$ cat src/rtl/rggen_register_access_arbiter_if.sv
// Bus bundle between the host bridges and the shared register-access bus.
// The arbiter binds the slave modport. A host-side bench or wrapper binds
// the master modport.
interface rggen_register_access_arbiter_if #(
  parameter int HOSTS         = 2,
  parameter int REGISTERS     = 4,
  parameter int ADDRESS_WIDTH = 16,
  parameter int DATA_WIDTH    = 32
);
  // Host side: one command slot per host, shared response data/status.
  logic [HOSTS-1:0]                   host_valid;
  logic [HOSTS-1:0]                   host_accept;
  logic [HOSTS*ADDRESS_WIDTH-1:0]     host_address;
  logic [HOSTS-1:0]                   host_write;
  logic [HOSTS*DATA_WIDTH-1:0]        host_write_data;
  logic [HOSTS*(DATA_WIDTH/8)-1:0]    host_write_strobe;
  logic [HOSTS-1:0]                   host_done;
  logic [DATA_WIDTH-1:0]              host_read_data;
  logic [1:0]                         host_status;

  // Register side: a single request fans out, and per-register returns come back.
  logic                               reg_request;
  logic [ADDRESS_WIDTH-1:0]           reg_address;
  logic                               reg_direction;
  logic [DATA_WIDTH-1:0]              reg_write_data;
  logic [DATA_WIDTH/8-1:0]            reg_write_strobe;
  logic [REGISTERS-1:0]               reg_select;
  logic [REGISTERS-1:0]               reg_ready;
  logic [REGISTERS*DATA_WIDTH-1:0]    reg_read_data;
  logic [REGISTERS*2-1:0]             reg_status;

  modport slave (
    input  host_valid, host_address, host_write, host_write_data, host_write_strobe,
    input  reg_select, reg_ready, reg_read_data, reg_status,
    output host_accept, host_done, host_read_data, host_status,
    output reg_request, reg_address, reg_direction, reg_write_data, reg_write_strobe
  );

  modport master (
    output host_valid, host_address, host_write, host_write_data, host_write_strobe,
    output reg_select, reg_ready, reg_read_data, reg_status,
    input  host_accept, host_done, host_read_data, host_status,
    input  reg_request, reg_address, reg_direction, reg_write_data, reg_write_strobe
  );
endinterface

$ cat src/rtl/rggen_register_access_arbiter.sv
// Round-robin arbiter that serialises host accesses onto the shared register
// bus. It handles one command at a time, folds the per-register
// select/ready/status returns into a single response, and flags decode
// errors and registers that never become ready.
module rggen_register_access_arbiter #(
  parameter int HOSTS          = 2,
  parameter int REGISTERS      = 4,
  parameter int ADDRESS_WIDTH  = 16,
  parameter int DATA_WIDTH     = 32,
  parameter int TIMEOUT_CYCLES = 15
) (
  input  logic clk,
  input  logic rst,
  rggen_register_access_arbiter_if.slave bus_if
);

  localparam int STRB_WIDTH  = DATA_WIDTH / 8;
  localparam int GRANT_WIDTH = (HOSTS > 1) ? $clog2(HOSTS) : 1;
  localparam int COUNT_WIDTH = (TIMEOUT_CYCLES > 0) ? $clog2(TIMEOUT_CYCLES + 1) : 1;
  localparam bit TIMEOUT_ENABLE = (TIMEOUT_CYCLES != 0);

  localparam logic [GRANT_WIDTH-1:0] LAST_HOST    = GRANT_WIDTH'(HOSTS - 1);
  localparam logic [COUNT_WIDTH-1:0] TIMEOUT_LAST =
    COUNT_WIDTH'((TIMEOUT_CYCLES > 0) ? TIMEOUT_CYCLES - 1 : 0);
  localparam logic [COUNT_WIDTH-1:0] COUNT_MAX    = '1;

  localparam logic [1:0] STATUS_SLAVE_ERROR  = 2'd2;
  localparam logic [1:0] STATUS_DECODE_ERROR = 2'd3;

  typedef enum logic [1:0] {
    ST_IDLE     = 2'd0,
    ST_ACCESS   = 2'd1,
    ST_RESPONSE = 2'd2
  } state_t;

  state_t                   state_q, state_d;
  logic [GRANT_WIDTH-1:0]   last_grant_q, last_grant_d;
  logic [GRANT_WIDTH-1:0]   grant_q, grant_d;
  logic [ADDRESS_WIDTH-1:0] address_q, address_d;
  logic                     write_q, write_d;
  logic [DATA_WIDTH-1:0]    write_data_q, write_data_d;
  logic [STRB_WIDTH-1:0]    write_strobe_q, write_strobe_d;
  logic [COUNT_WIDTH-1:0]   count_q, count_d;
  logic [DATA_WIDTH-1:0]    read_data_q, read_data_d;
  logic [1:0]               status_q, status_d;

  // Arbitration result
  logic                     pick_valid;
  logic [GRANT_WIDTH-1:0]   pick_index;
  logic [GRANT_WIDTH-1:0]   candidate;

  // Register-side return resolution
  logic [DATA_WIDTH-1:0]    masked_data   [REGISTERS];
  logic [1:0]               masked_status [REGISTERS];
  logic [DATA_WIDTH-1:0]    sel_read_data;
  logic [1:0]               sel_status;
  logic                     sel_ready;
  logic                     select_one_hot;

  // Handshake pulses
  logic                     accept_fire;
  logic                     done_fire;
  logic [HOSTS-1:0]         accept_vec;
  logic [HOSTS-1:0]         done_vec;

  // Round-robin search starting one past the last served host, wrapping at HOSTS.
  always_comb begin
    pick_valid = 1'b0;
    pick_index = '0;
    candidate  = last_grant_q;
    for (int k = 0; k < HOSTS; k++) begin
      candidate = (candidate == LAST_HOST) ? '0 : candidate + 1'b1;
      if (!pick_valid && bus_if.host_valid[candidate]) begin
        pick_valid = 1'b1;
        pick_index = candidate;
      end
    end
  end

  // Mask each register's returns by its own select. With a one-hot select,
  // OR-ing the masked values picks exactly the addressed register.
  for (genvar gi = 0; gi < REGISTERS; gi++) begin : g_reg_mask
    assign masked_data[gi]   = bus_if.reg_select[gi]
                             ? bus_if.reg_read_data[gi*DATA_WIDTH +: DATA_WIDTH] : '0;
    assign masked_status[gi] = bus_if.reg_select[gi]
                             ? bus_if.reg_status[gi*2 +: 2] : 2'd0;
  end

  // Collapse the masked returns into a single data/status value for the selected register.
  always_comb begin
    sel_read_data = '0;
    sel_status    = 2'd0;
    for (int r = 0; r < REGISTERS; r++) begin
      sel_read_data = sel_read_data | masked_data[r];
      sel_status    = sel_status | masked_status[r];
    end
  end

  assign select_one_hot = (|bus_if.reg_select) &&
                          ((bus_if.reg_select & (bus_if.reg_select - 1'b1)) == '0);
  assign sel_ready      = |(bus_if.reg_select & bus_if.reg_ready);

  // Pulses are suppressed while reset is asserted, so an aborted access never reports completion.
  assign accept_fire = !rst && (state_q == ST_IDLE) && pick_valid;
  assign done_fire   = !rst && (state_q == ST_RESPONSE);

  for (genvar gi = 0; gi < HOSTS; gi++) begin : g_host_pulse
    assign accept_vec[gi] = accept_fire && (pick_index == GRANT_WIDTH'(gi));
    assign done_vec[gi]   = done_fire && (grant_q == GRANT_WIDTH'(gi));
  end

  // Next-state logic: latch the command on grant, resolve the access, and hand back the response.
  always_comb begin
    state_d        = state_q;
    last_grant_d   = last_grant_q;
    grant_d        = grant_q;
    address_d      = address_q;
    write_d        = write_q;
    write_data_d   = write_data_q;
    write_strobe_d = write_strobe_q;
    count_d        = count_q;
    read_data_d    = read_data_q;
    status_d       = status_q;

    unique case (state_q)
      ST_IDLE: begin
        if (pick_valid) begin
          grant_d        = pick_index;
          address_d      = bus_if.host_address[pick_index*ADDRESS_WIDTH +: ADDRESS_WIDTH];
          write_d        = bus_if.host_write[pick_index];
          write_data_d   = bus_if.host_write_data[pick_index*DATA_WIDTH +: DATA_WIDTH];
          write_strobe_d = bus_if.host_write_strobe[pick_index*STRB_WIDTH +: STRB_WIDTH];
          count_d        = '0;
          state_d        = ST_ACCESS;
        end
      end

      ST_ACCESS: begin
        count_d = (count_q == COUNT_MAX) ? count_q : count_q + 1'b1;
        // A bad decode takes precedence over ready, and ready takes precedence over the timeout.
        if (!select_one_hot) begin
          status_d    = STATUS_DECODE_ERROR;
          read_data_d = '0;
          state_d     = ST_RESPONSE;
        end else if (sel_ready) begin
          status_d    = sel_status;
          read_data_d = write_q ? '0 : sel_read_data;
          state_d     = ST_RESPONSE;
        end else if (TIMEOUT_ENABLE && (count_q == TIMEOUT_LAST)) begin
          status_d    = STATUS_SLAVE_ERROR;
          read_data_d = '0;
          state_d     = ST_RESPONSE;
        end
      end

      ST_RESPONSE: begin
        last_grant_d = grant_q;
        state_d      = ST_IDLE;
      end

      default: begin
        state_d = ST_IDLE;
      end
    endcase
  end

  // State and datapath registers. Reset returns to IDLE with host 0 first in line.
  always_ff @(posedge clk) begin
    if (rst) begin
      state_q        <= ST_IDLE;
      last_grant_q   <= LAST_HOST;
      grant_q        <= '0;
      address_q      <= '0;
      write_q        <= 1'b0;
      write_data_q   <= '0;
      write_strobe_q <= '0;
      count_q        <= '0;
      read_data_q    <= '0;
      status_q       <= 2'd0;
    end else begin
      state_q        <= state_d;
      last_grant_q   <= last_grant_d;
      grant_q        <= grant_d;
      address_q      <= address_d;
      write_q        <= write_d;
      write_data_q   <= write_data_d;
      write_strobe_q <= write_strobe_d;
      count_q        <= count_d;
      read_data_q    <= read_data_d;
      status_q       <= status_d;
    end
  end

  assign bus_if.host_accept      = accept_vec;
  assign bus_if.host_done        = done_vec;
  assign bus_if.host_read_data   = read_data_q;
  assign bus_if.host_status      = status_q;
  assign bus_if.reg_request      = (state_q == ST_ACCESS);
  assign bus_if.reg_address      = address_q;
  assign bus_if.reg_direction    = write_q;
  assign bus_if.reg_write_data   = write_data_q;
  assign bus_if.reg_write_strobe = write_strobe_q;

endmodule

$ cat src/flat_wrapper.sv
// flat-port wrapper written by rule: the top's interface ports become plain ports
module rggen_register_access_arbiter_flat 
#(
  parameter int HOSTS          = 2,
  parameter int REGISTERS      = 4,
  parameter int ADDRESS_WIDTH  = 16,
  parameter int DATA_WIDTH     = 32,
  parameter int TIMEOUT_CYCLES = 15
)
  (clk, rst, bus_if_host_valid, bus_if_host_address, bus_if_host_write, bus_if_host_write_data, bus_if_host_write_strobe, bus_if_reg_select, bus_if_reg_ready, bus_if_reg_read_data, bus_if_reg_status, bus_if_host_accept, bus_if_host_done, bus_if_host_read_data, bus_if_host_status, bus_if_reg_request, bus_if_reg_address, bus_if_reg_direction, bus_if_reg_write_data, bus_if_reg_write_strobe);
  rggen_register_access_arbiter_if #(.HOSTS(HOSTS), .REGISTERS(REGISTERS), .ADDRESS_WIDTH(ADDRESS_WIDTH), .DATA_WIDTH(DATA_WIDTH)) bus_if_i ();
  input  logic clk;
  input  logic rst;
  input wire logic [$bits(bus_if_i.host_valid)-1:0] bus_if_host_valid;
  input wire logic [$bits(bus_if_i.host_address)-1:0] bus_if_host_address;
  input wire logic [$bits(bus_if_i.host_write)-1:0] bus_if_host_write;
  input wire logic [$bits(bus_if_i.host_write_data)-1:0] bus_if_host_write_data;
  input wire logic [$bits(bus_if_i.host_write_strobe)-1:0] bus_if_host_write_strobe;
  input wire logic [$bits(bus_if_i.reg_select)-1:0] bus_if_reg_select;
  input wire logic [$bits(bus_if_i.reg_ready)-1:0] bus_if_reg_ready;
  input wire logic [$bits(bus_if_i.reg_read_data)-1:0] bus_if_reg_read_data;
  input wire logic [$bits(bus_if_i.reg_status)-1:0] bus_if_reg_status;
  output wire logic [$bits(bus_if_i.host_accept)-1:0] bus_if_host_accept;
  output wire logic [$bits(bus_if_i.host_done)-1:0] bus_if_host_done;
  output wire logic [$bits(bus_if_i.host_read_data)-1:0] bus_if_host_read_data;
  output wire logic [$bits(bus_if_i.host_status)-1:0] bus_if_host_status;
  output wire logic [$bits(bus_if_i.reg_request)-1:0] bus_if_reg_request;
  output wire logic [$bits(bus_if_i.reg_address)-1:0] bus_if_reg_address;
  output wire logic [$bits(bus_if_i.reg_direction)-1:0] bus_if_reg_direction;
  output wire logic [$bits(bus_if_i.reg_write_data)-1:0] bus_if_reg_write_data;
  output wire logic [$bits(bus_if_i.reg_write_strobe)-1:0] bus_if_reg_write_strobe;
  assign bus_if_i.host_valid = bus_if_host_valid;
  assign bus_if_i.host_address = bus_if_host_address;
  assign bus_if_i.host_write = bus_if_host_write;
  assign bus_if_i.host_write_data = bus_if_host_write_data;
  assign bus_if_i.host_write_strobe = bus_if_host_write_strobe;
  assign bus_if_i.reg_select = bus_if_reg_select;
  assign bus_if_i.reg_ready = bus_if_reg_ready;
  assign bus_if_i.reg_read_data = bus_if_reg_read_data;
  assign bus_if_i.reg_status = bus_if_reg_status;
  assign bus_if_host_accept = bus_if_i.host_accept;
  assign bus_if_host_done = bus_if_i.host_done;
  assign bus_if_host_read_data = bus_if_i.host_read_data;
  assign bus_if_host_status = bus_if_i.host_status;
  assign bus_if_reg_request = bus_if_i.reg_request;
  assign bus_if_reg_address = bus_if_i.reg_address;
  assign bus_if_reg_direction = bus_if_i.reg_direction;
  assign bus_if_reg_write_data = bus_if_i.reg_write_data;
  assign bus_if_reg_write_strobe = bus_if_i.reg_write_strobe;
  rggen_register_access_arbiter #(.HOSTS(HOSTS), .REGISTERS(REGISTERS), .ADDRESS_WIDTH(ADDRESS_WIDTH), .DATA_WIDTH(DATA_WIDTH), .TIMEOUT_CYCLES(TIMEOUT_CYCLES)) u_core (.clk(clk), .rst(rst), .bus_if(bus_if_i));
endmodule
$ cat config.mk
export PLATFORM = sky130hd
export DESIGN_NAME = rggen_register_access_arbiter_flat
export DESIGN_NICKNAME = d
export VERILOG_FILES = /design/src/rtl/rggen_register_access_arbiter_if.sv /design/src/rtl/rggen_register_access_arbiter.sv /design/src/flat_wrapper.sv
export SDC_FILE = /design/constraint.sdc
export NUM_CORES = 1
export LEC_CHECK = 0
export BUFFER_PORTS_ARGS = -buffer_cell sky130_fd_sc_hd__buf_4
export CORE_AREA = 2 2 135 137
export CTS_CLUSTER_DIAMETER = 100
export CTS_CLUSTER_SIZE = 24
export DETAILED_ROUTE_END_ITERATION = 16
export DIE_AREA = 0 0 137 139
export GPL_TIMING_DRIVEN = 0
export REMOVE_ABC_BUFFERS = 1
export SYNTH_ARGS = -nofsm -noshare
export SYNTH_HDL_FRONTEND = slang
export SYNTH_SLANG_ARGS = --single-unit
$ cat constraint.sdc
create_clock -name clk -period 2 [get_ports clk]
set_input_delay 0.1 -clock clk [delete_from_list [all_inputs] [get_ports clk]]
set_output_delay 0.1 -clock clk [all_outputs]
set_load 0.01 [all_outputs]
* Word level (Yosys, flattened, before mapping)
Cells that the tools add are included.
W data, S select, Z words.
** Storage, ports and cells
- Output and inout port bits :: 92
- Input bits :: 254
- Register bits :: 95
** Operators by class
- Add/sub/neg operators :: 4
- Shifts and indexed selects :: 3
- Multiplexer cells :: 34
- Reduce and logical (&&, ||, !) cells :: 20
- Bitwise gates (word level) :: 10
- Order comparisons :: 3
- Equality and inequality tests :: 8
** Operator list (count)
- $mux W32 :: 8
- $or A32 B32 Y32 :: 3
- $shiftx A64 B7 Y32 :: 1
- $shiftx A32 B6 Y16 :: 1
- $mux W2 :: 10
- $mux W1 :: 12
- $logic_and A1 B1 Y1 :: 9
- $and A4 B4 Y4 :: 2
- $eq A4 B4 Y1 const B :: 2
- $mux W4 :: 2
- $pmux W4 S2 :: 1
- $reduce_or A4 Y1 :: 2
- $shiftx A8 B4 Y4 :: 1
- $lt A1 B2 Y1 const B :: 3
- $or A2 B2 Y2 :: 3
- $reduce_and A2 Y1 :: 3
- $add A4 B1 Y4 const B :: 1
- $logic_not A4 Y1 :: 1
- $ne A4 B3 Y1 const B :: 1
- $pmux W2 S2 :: 1
- $sub A4 B1 Y4 const B :: 1
- $ne A3 B2 Y1 const B :: 1
- $reduce_and A3 Y1 :: 1
- $add A1 B1 Y1 const B :: 2
- other kinds (8) :: 10

* Depth between registers and ports, before layout
- Word-level depth :: 10
- Depth in mapped cells :: 7
- Depth with buffers taken out :: 5

* Least setup slack after synthesis
OpenSTA, ideal clock, no wires.
- Path kind :: flip-flop to flip-flop
- From :: reg u_core.state_q[0]
- To :: reg u_core.write_data_q[26] (netlist: u_core.bus_if.reg_write_data[26])
- Buffers on the path :: 2
- Arrival time :: 1.637 ns
- Clock period less this slack :: 1.697 ns
- Setup slack :: 0.303 ns
- Cell stages (with the launch flop) :: 7
- Cells stage by stage :: dfxtp_1 clkbuf_1 or3_1 a211oi_2 buf_2 nand2_1 nand2_1
** On the way
- Word-level cells in the longest chain between the ends :: 2
** RTL lines
- start: declaration :: line rggen_register_access_arbiter.sv:36 : state_t state_q, state_d;
- start signal: assignment :: line rggen_register_access_arbiter.sv:181 : state_q <= state_d;
- $logic_not A2 Y1 :: line rggen_register_access_arbiter.sv:125 : unique case (state_q)
- $reduce_and A2 Y1 (no source line)
- end signal: assignment :: line rggen_register_access_arbiter.sv:186 : write_data_q <= write_data_d;
- end: declaration :: line rggen_register_access_arbiter.sv:41 : logic [DATA_WIDTH-1:0] write_data_q, write_data_d;
No other way between the ends.
A chain may end at the register's enable or synchronous reset.

* Worst setup path in the final report
- From :: reg u_core.state_q[0]
- To :: out bus_if_host_accept[1]
** On the way
- Word-level cells in the longest chain between the ends :: 4
** RTL lines
- $logic_not A2 Y1 :: line rggen_register_access_arbiter.sv:104 : assign accept_fire = !rst && (state_q == ST_IDLE) && pick_valid;
- $logic_and A1 B1 Y1 (2 in series) :: line rggen_register_access_arbiter.sv:104
- $logic_and A1 B1 Y1 :: line rggen_register_access_arbiter.sv:108 : assign accept_vec[gi] = accept_fire && (pick_index == GRANT_WIDTH'(gi));
- end: declaration :: line flat_wrapper.sv:23 : output wire logic [$bits(bus_if_i.host_accept)-1:0] bus_if_host_accept;
No other way between the ends.

==> summary.txt <==
RUN STATUS
-----------------------------------------------------------------------------------
Result of the run                                                      finished clean

DETAILED ROUTING
-----------------------------------------------------------------------------------
DR DRC count                                                                      0
Drt wl/cell                                                                 17.1 um
Drt first pass iters                                                              4
Via/cell ratio                                                                 4.74
Final Routed Wirelength                                                   21,000 um
Via count                                                                     5,824
Number of routed nets with antenna violations                                     0
DR iter-0 viols                                                                 259

FLOORPLAN
-----------------------------------------------------------------------------------
Horizontal die dimension                                                     137 um
Total I/O pin count                                                             346
DIE AREA                                                               19,000 sq um
Effective utilization at floorplan                                            0.266
CORE AREA                                                              17,700 sq um
Chip Height                                                                  139 um
Number of rows created at floorplan                                              49

SYNTH
-----------------------------------------------------------------------------------
Proportion of synthesized chip area in sequential cells                       0.405
Number of flops mapped to enable cells by yosys                                   0
Adder-Cell Fraction of Synth Area                                           0.00533
Combinational family with the most area after synthesis                compound AO/OA/AOI/OAI gates
Post-synthesis instance area                                             4690 sq um
XOR/XNOR share of the synthesized area                                      0.00373
Unique cell type count in the Yosys netlist                                      39
Number of synthesis warnings                                                      0
Cell type with the highest aggregate area in the netlist               sky130_fd_sc_hd__dfxtp_1
Most common library cells after synthesis                              sky130_fd_sc_hd__nand2_1, sky130_fd_sc_hd__a22oi_1, sky130_fd_sc_hd__dfxtp_1
Syn_area_per_cell                                                        8.41 sq um
Most common cell in the synthesized netlist                            sky130_fd_sc_hd__nand2_1
Synthesized-area fraction occupied by ao, oa, aoi and oai cells               0.227
Fraction of registers with async set/reset                                        0
Ranking of synthesized cells by area                                   sky130_fd_sc_hd__dfxtp_1, sky130_fd_sc_hd__a22oi_1, sky130_fd_sc_hd__nand2_1, sky130_fd_sc_hd__mux2i_1, sky130_fd_sc_hd__nand2b_1
Synth Register Bits                                                              95
Most instantiated flip-flop cell in the synthesis netlist              sky130_fd_sc_hd__dfxtp_1
Mux share of post-synthesis cell area                                        0.0768
Area fraction in and, or, nand and nor cells after synthesis                  0.222
Area share of the leading cell type in the synthesized netlist                0.405
Gate count of the mapped netlist                                                558

STA
-----------------------------------------------------------------------------------
Setup violations, final                                                           0
Upper clock frequency limit                                               0.522 GHz
Least-Margin Pin Slew                                                      0.919 ns
Setup TNS                                                                      0 ns
Ratio of final minimum period to clock period                                 0.958
Number of max-slew violations in the final report                                 0
Largest clock skew in the final design                                    0.0103 ns
Max-slew headroom                                                             0.386
Number of hold violations in the final report                                     0
Unrepaired setup endpoints after global routing                               false
Minimum clock period                                                        1.92 ns

CTS
-----------------------------------------------------------------------------------
# H-tree levels                                                                   3
CTS clock-pin slew for the worst setup and hold paths                       0.07 ns
Root cell of the clock tree                                            sky130_fd_sc_hd__clkbuf_16
Bufs on Longest Clock Path                                                        2
Skew-Pair Late Insertion Delay                                              0.34 ns
Clock buffers created by TritonCTS                                                9
Clock sink count                                                                 95
Clock tree from TritonCTS                                                      done

WORST HOLD PATH
-----------------------------------------------------------------------------------
Path type of the worst min-delay path                                        in2reg
Source of the worst hold timing path                                   bus_if_host_write_data[24]

PWR
-----------------------------------------------------------------------------------
Leak Pwr                                                                    4.43 nW
Areal power density over the cells                                      653 nW/um^2
Maximum VDD drop                                                         0.000403 V
Overall Power                                                               5.91 mW

CRITICAL PATH
-----------------------------------------------------------------------------------
Crit-path leading delay family                                         simple AND/OR/NAND/NOR gates
Element type at the critical path start                                        flop
Buffering stage count on the worst path with inverters included                   2
Data arrival time of the critical path                                      1.82 ns
Startpoint of the lowest-slack register-to-register path               u_core.state_q[0]$_SDFFE_PP0P_
Slowest-stage cell, CP                                                 sky130_fd_sc_hd__or3_4
Critical path class                                                         reg2out
Peak per-stage delay on the critical path                                   0.46 ns
Crit end category                                                      primary output
Highest fanout seen on the critical path                                         22
Required time at the worst-slack endpoint                                   1.90 ns
Worst Setup SP                                                         u_core.state_q[0]$_SDFFE_PP0P_
Cell-by-cell trace of the critical path                                or3_4, a211oi_4, buf_12, buf_4

GLOBAL ROUTE
-----------------------------------------------------------------------------------
Sum of overflow across all layers after global routing                            0
Aggregate global-route resource usage                                         0.206
Antenna violations before repair                                                  1
First-pass GRT wire length                                                30,700 um
Largest net degree at the start of global routing                                45
Number of global-route vias before repair                                     5,700

PLACED DESIGN
-----------------------------------------------------------------------------------
Half-perimeter wire length after detailed placement                       14,200 um
Total cell area at the placement stage                                   7500 sq um
Final GP Congestion                                                           0.738
Placed Cells incl. Taps                                                       1,093
Buffers on Ports                                                                345

CELLS AND AREA
-----------------------------------------------------------------------------------
Growth of design area from synthesis to finish                                93.1%
Multi-input logic area                                                   2570 sq um
Final layout net count                                                        1,250
Count of placed standard cells in the final layout, fillers left out          1,229
Fill cell total of the finished layout                                        1,646
Post-route core utilization                                                   0.513
Register area                                                            1900 sq um
Final std cell area, no fill                                             9060 sq um
Fraction of final layout cells with drive strength greater than 1             0.393

RUN
-----------------------------------------------------------------------------------
Max capacitance violation total                                                   0

[state kept, by name (all words and copies together) (netlist names)]
register and count:
u_core.bus_if.host_read_data 32, u_core.bus_if.reg_write_data 32, u_core.bus_if.reg_address 16, u_core.bus_if.reg_write_strobe 4, u_core.count_q 4, u_core.bus_if.host_status 2, u_core.state_q 2, u_core.bus_if.reg_direction 1
u_core.grant_q 1, u_core.last_grant_q 1
[worst reg2reg max path: cells and delay by family (launching register included)]
family	cells	cell delay [ns]
DFF	1	0.39
and+or+nand+nor	3	0.79
AOI/OAI and AO/OA	1	0.11
buffers and inverters	3	0.53
[path summary, 6_finish.rpt]
check        cells past startpoint                                            end  slack (ns)
max                              4                          bus_if_host_accept[1]        0.08
min                              3  u_core.bus_if.reg_write_data[24]$_SDFFE_PP0P_        0.06
min reg2reg                      2      u_core.bus_if.host_status[1]$_SDFFE_PP0P_        0.45
max reg2reg                      7      u_core.bus_if.reg_address[0]$_SDFFE_PP0P_        0.13
[placed cells by master (no fill, tap or decap), drive strengths merged, types with 2 or more instances in the layout]
cell and n:
nand2 141, buf 368, ha 2, nand3 34, a211oi 3, mux2i 36
a2111oi 2, a21oi 3, bufinv 4, a22oi 121, or3 2, nand2b 35
dfxtp 95, clkbuf 10, dlygate4sd3 105, nor3b 2, or4b 2, inv 8
and2 4, nor2 6, nor3 2
[logic make-up (layout without fill, tap and decap cells)]
group / after synthesis / in the layout
AND/OR/NAND/NOR: 230 / 230
AO/OA/AOI/OAI: 138 / 139
flip-flops: 95 / 95
buffers and inverters: 55 / 495
multiplexers: 36 / 36
adder cells (fa/ha/maj): 2 / 2
XOR/XNOR: 2 / 2
other: 0 / 1
[power by group]
part | internal [mW] | total [mW] | leakage [nW] | switching, mW
Sequential | 2.04 | 2.14 | 0.777 | 0.103
Clock | 1.36 | 2.15 | 0.178 | 0.791
Combinational | 0.925 | 1.62 | 3.48 | 0.693
Total | 4.33 | 5.91 | 4.43 | 1.59
[final cells by class]
type                            instances  area share
Multi-Input combinational cell        409       0.284
Clock inverter                          6      0.0152
Clock buffer                           10      0.0253
Inverter                                6     0.00249
Timing Repair Buffer                  473       0.431
Sequential cell                        95       0.210
Tap cell                              229      0.0316
Antenna cell                            1    0.000276
[stage by stage]
step | hold slack [ns] | setup WS (ns)
3_5_place_dp | 0.288 | -0.802
3_3_place_gp | 0.284 | -4.59
5_1_grt | 0.0553 | 0.0179
4_1_cts | 0.00993 | 0.0270
6_report | 0.0613 | 0.0844
2_1_floorplan | 0.172 | -2.45
[routing by layer]
layer / routed length, um / track usage / up-vias
met5: 0 / 0 / -
met4: 473 / 0.0765 / 0
met3: 1820 / 0.0545 / 27
met2: 10100 / 0.353 / 259
met1: 8640 / 0.245 / 2659
li1: - / - / 2879
[what timing repair did]
action / CTS / global route
setup endpoints to repair: 72 / 31
hold buffers: 105 / 0
hold endpoints to repair: 53 / 0
gates resized for setup: 3 / 3
setup buffers: 3 / 10
pin swaps: 3 / 1
cloned: 1 / 0
Power figures use the tool's default switching activity.
